## config.mk

```make
export PLATFORM = sky130hd
export DESIGN_NAME = regfile_mp
export DESIGN_NICKNAME = d
export VERILOG_FILES = /design/src/rtl/regfile_mp.sv
export SDC_FILE = /design/constraint.sdc
export NUM_CORES = 1
export LEC_CHECK = 0
export BUFFER_PORTS_ARGS = -buffer_cell sky130_fd_sc_hd__buf_4
export CAP_MARGIN = 20
export CORE_MARGIN = 2
export CORE_UTILIZATION = 40
export DETAILED_ROUTE_END_ITERATION = 10
export PLACE_DENSITY_LB_ADDON = 0.15
export REMOVE_ABC_BUFFERS = 1
export SYNTH_ARGS = -nofsm -noshare
export SYNTH_HDL_FRONTEND = slang
export SYNTH_SLANG_ARGS = --single-unit
```

## constraint.sdc

```tcl
create_clock -name i_clk -period 2.2 [get_ports i_clk]
set_input_delay 0.11 -clock i_clk [delete_from_list [all_inputs] [get_ports i_clk]]
set_output_delay 0.11 -clock i_clk [all_outputs]
set_load 0.1 [all_outputs]
```

## src/rtl/regfile_mp.sv

```systemverilog
// Multi-read-port register file with a per-register busy scoreboard.
// Same-cycle write forwarding to the read ports is optional, and r0 can be hardwired to zero.
module regfile_mp #(
    parameter int unsigned WIDTH   = 16,
    parameter int unsigned NUMREGS = 8,
    parameter int unsigned NUMRD   = 2,
    parameter bit          ZERO_R0 = 1'b0,
    parameter bit          BYPASS  = 1'b1,
    localparam int unsigned AW     = $clog2(NUMREGS)
) (
    input  logic                     i_clk,
    input  logic                     i_reset,
    input  logic                     i_write,
    input  logic [AW-1:0]            i_addrw,
    input  logic [WIDTH-1:0]         i_data_in,
    input  logic                     i_claim,
    input  logic [AW-1:0]            i_addrc,
    input  logic [NUMRD*AW-1:0]      i_addr_rd,
    output logic [NUMRD*WIDTH-1:0]   o_data_rd,
    output logic [NUMRD-1:0]         o_busy_rd,
    output logic [NUMREGS-1:0]       o_busy,
    output logic [NUMREGS*WIDTH-1:0] o_regs
);

    logic [WIDTH-1:0]   regs_q [NUMREGS];
    logic [WIDTH-1:0]   regs_d [NUMREGS];
    logic [NUMREGS-1:0] busy_q;
    logic [NUMREGS-1:0] busy_d;

    logic wr_is_zero;
    logic cl_is_zero;

    assign wr_is_zero = ZERO_R0 && (i_addrw == '0);
    assign cl_is_zero = ZERO_R0 && (i_addrc == '0);

    // Writeback clears busy first so that a same-address claim ends up winning.
    always_comb begin
        regs_d = regs_q;
        busy_d = busy_q;
        if (i_write) begin
            if (!wr_is_zero) begin
                regs_d[i_addrw] = i_data_in;
            end
            busy_d[i_addrw] = 1'b0;
        end
        if (i_claim && !cl_is_zero) begin
            busy_d[i_addrc] = 1'b1;
        end
    end

    always_ff @(posedge i_clk) begin
        if (i_reset) begin
            for (int i = 0; i < NUMREGS; i++) begin
                regs_q[i] <= '0;
            end
            busy_q <= '0;
        end else begin
            regs_q <= regs_d;
            busy_q <= busy_d;
        end
    end

    for (genvar p = 0; p < NUMRD; p++) begin : g_rd
        logic [AW-1:0] addr;
        logic          is_zero;
        logic          hit_wr;
        logic          hit_cl;

        assign addr    = i_addr_rd[p*AW +: AW];
        assign is_zero = ZERO_R0 && (addr == '0);
        assign hit_wr  = BYPASS && i_write && (i_addrw == addr);
        assign hit_cl  = i_claim && (i_addrc == addr);

        assign o_data_rd[p*WIDTH +: WIDTH] = is_zero ? '0 :
                                             hit_wr  ? i_data_in : regs_q[addr];
        // A forwarded write shows the register as free unless it is re-claimed this cycle.
        assign o_busy_rd[p] = is_zero ? 1'b0 :
                              hit_wr  ? hit_cl : busy_q[addr];
    end

    assign o_busy = busy_q;

    for (genvar i = 0; i < NUMREGS; i++) begin : g_regs
        assign o_regs[i*WIDTH +: WIDTH] = regs_q[i];
    end

endmodule

```

==> flow_summary.json <==
{
  "die_area_um2": 20400,
  "clock_latency_ns": 0.42,
  "wl_per_cell_um": 20.5,
  "first_pass_iters": 7,
  "finalInstanceArea_um2": 10400,
  "status": "finished, final reports clean",
  "seq_power_share": 0.372,
  "layout_commonest_cell": "nand2_1",
  "clkPwrFrac": 0.417,
  "synth_seq_area_share": 0.353,
  "hold_violations": 0,
  "vias": 6977,
  "clock-sinks": 136,
  "antenna_found_initial": 0,
  "ys_types": 27,
  "setup-tns-final_ns": 0,
  "min_path_type": "in -> reg",
  "p_int_mw": 4.67,
  "final_cell_mix": "nand2_1 (257), buf_4 (208), dfxtp_1 (134)",
  "fillers": 1706,
  "placed_area_um2": 9540,
  "peakVddDrop_v": 0.000576,
  "drv_slew": 0,
  "final_antenna_net_count": 0,
  "syn_inst": 796,
  "overflow": 0,
  "clk_pin_slew_worst_paths_ns": 0.06,
  "die-width_um": 143,
  "grt_pass1_wl_um": 38400,
  "switchingPower_mw": 2.25,
  "layout-drive-gt1-share": 0.350,
  "dp_worst_setup_slack_ns": 0.251,
  "hold_ws_ns": 0.00735,
  "start_util": 0.409,
  "cts_root_buf": "clkbuf_16",
  "clock_tree.buffer_depth": 2,
  "synth_area_per_cell_um2": 9.68,
  "drc_errors": 0,
  "clock_skew_ns": 0,
  "clock.fmax_mhz": 464,
  "p_leak_nw": 4.48,
  "yosys-top-cells-area": "dfxtp_1 (35%), mux4_1 (21%), nand2_1 (13%), mux2_2 (9.4%), a21oi_1 (8.4%)",
  "yosysTopAreaCell": "dfxtp_1",
  "setup_viol": 0,
  "max_cap_viol_count": 0,
  "grt_pass1_vias": 6442,
  "fin_ws_ns": 0.0430,
  "cts_setup_buffers": 0,
  "htreeDepth": 4,
  "crit_required_ns": 2.09,
  "grt_max_degree": 137,
  "power.density_nw_per_um2": 664,
  "routabilityCongestion": 0.768,
  "num_rows": 50,
  "fp.coreArea_um2": 18800,
  "drt-total-wl_um": 25800,
  "viasPerCell": 5.54,
  "crit_fanout": 4,
  "diodes": 0,
  "io_pins": 202,
  "dieHeight_um": 143,
  "crit_type": "reg -> out",
  "arrival_ns": 2.05,
  "area_growth_syn_to_layout_pct": 35.2,
  "drt-initial-drc-count": 469,
  "port_buffers": 201,
  "yosys_warnings": 0,
  "swShare": 0.326,
  "layout.nets": 1019,
  "track_usage": 0.251,
  "p_comb_frac": 0.210,
  "r2r_slack_ns": 1.47,
  "total_power_mw": 6.92,
  "setup.worst_path.start_class": "flip-flop",
  "fin_crit_ns": 2.16,
  "cts_tree": "yes",
  "synthesis.area_um2": 7710,
  "endpoint_kind": "output port",
  "hpwlAfterDp_um": 17400,
  "synth_top_area_frac": 0.353,
  "final.period_utilization": 0.980,
  "worstMarginPinSlew_ns": 0.703,
  "synth-seq-cells": 136,
  "slew_headroom": 0.531,
  "numCtsBuffers": 17
}
-- stage by stage --
step / std cells / utilization
after floorplan: 709 / -
after global placement: 1210 / 0.507
after detailed placement: 1210 / 0.507
after CTS: 1260 / 0.549
after global routing: 1260 / 0.554
final: 1260 / 0.554
-- logic make-up (layout without fill, tap and decap cells) --
logic type	count (synthesis)	count (layout)	share of synthesized area
simple gates	289	289	0.157
compound gates	136	136	0.0912
mux	136	136	0.328
flops	136	136	0.353
buf+inv	87	291	0.0571
xor+xnor	12	12	0.0136
-- Yosys cell counts --
master	count
xnor2_1	12
buf_6	12
nor4bb_1	3
mux4_1	62
clkbuf_1	58
or4b_1	1
and4_1	1
buf_2	12
a21oi_1	129
nand4bb_1	3
nand2_1	257
nand4b_1	3
mux4_2	6
a32oi_1	4
nand4_1	5
mux2i_1	4
and4b_1	3
nand4_2	1
buf_1	2
dfxtp_1	136
nor2b_1	3
mux2_2	64
nor2_1	8
a22oi_1	3
nor4b_2	1
buf_4	2
clkbuf_2	1
-- power groups by stage --
stage                     clock [mW]  sequential [mW]  combinational, mW
final                           2.89             2.58               1.46
after global routing            3.04             2.58               1.52
after CTS                       2.92             2.58               1.44
after detailed placement           0             2.63               1.41
after global placement             0             2.63               1.41
after floorplan                    0             3.00              0.534
-- worst paths after layout --
check / cells past startpoint / to / start
setup / recovery: 4 / o_data_rd[28] / o_regs[44]
hold / removal: 3 / o_busy[3] / i_claim
setup reg to reg: 2 / o_busy[5] / o_busy[5]
hold reg to reg: 2 / o_regs[26] / o_regs[26]
-- layout make-up --
type,instances,area (um^2),share of cell area
clock buffers,18,439,0.0421
repair buffers,259,2170,0.209
flip-flops and latches,136,2730,0.261
well taps,260,325,0.0312
clock inverters,14,161,0.0155
multi-input cells,573,4600,0.441
-- worst max-delay path: stages, from the launching register on --
cell and delay [ns]:
dfxtp_2 0.36, mux4_1 0.50, mux2_2 0.28, mux2_2 0.28
buf_6 0.19
-- repair_timing --
item	CTS	global route
hold buffers	18	0
resized for setup	3	25
endpoints found under the setup margin	2	24
cloned	0	0
hold endpoints to repair	126	0
-- per-layer routing --
metal,part of all wire,GRT usage
met5,0,0
met4,0.011,0.0651
met3,0.063,0.0490
met2,0.47,0.397
met1,0.45,0.355
-- registers in the layout, indices dropped and copies added (netlist names) --
| signal | cells |
|---|---|
| o_busy | 8 |
| o_regs | 128 |
Power figures use the tool's default switching activity.
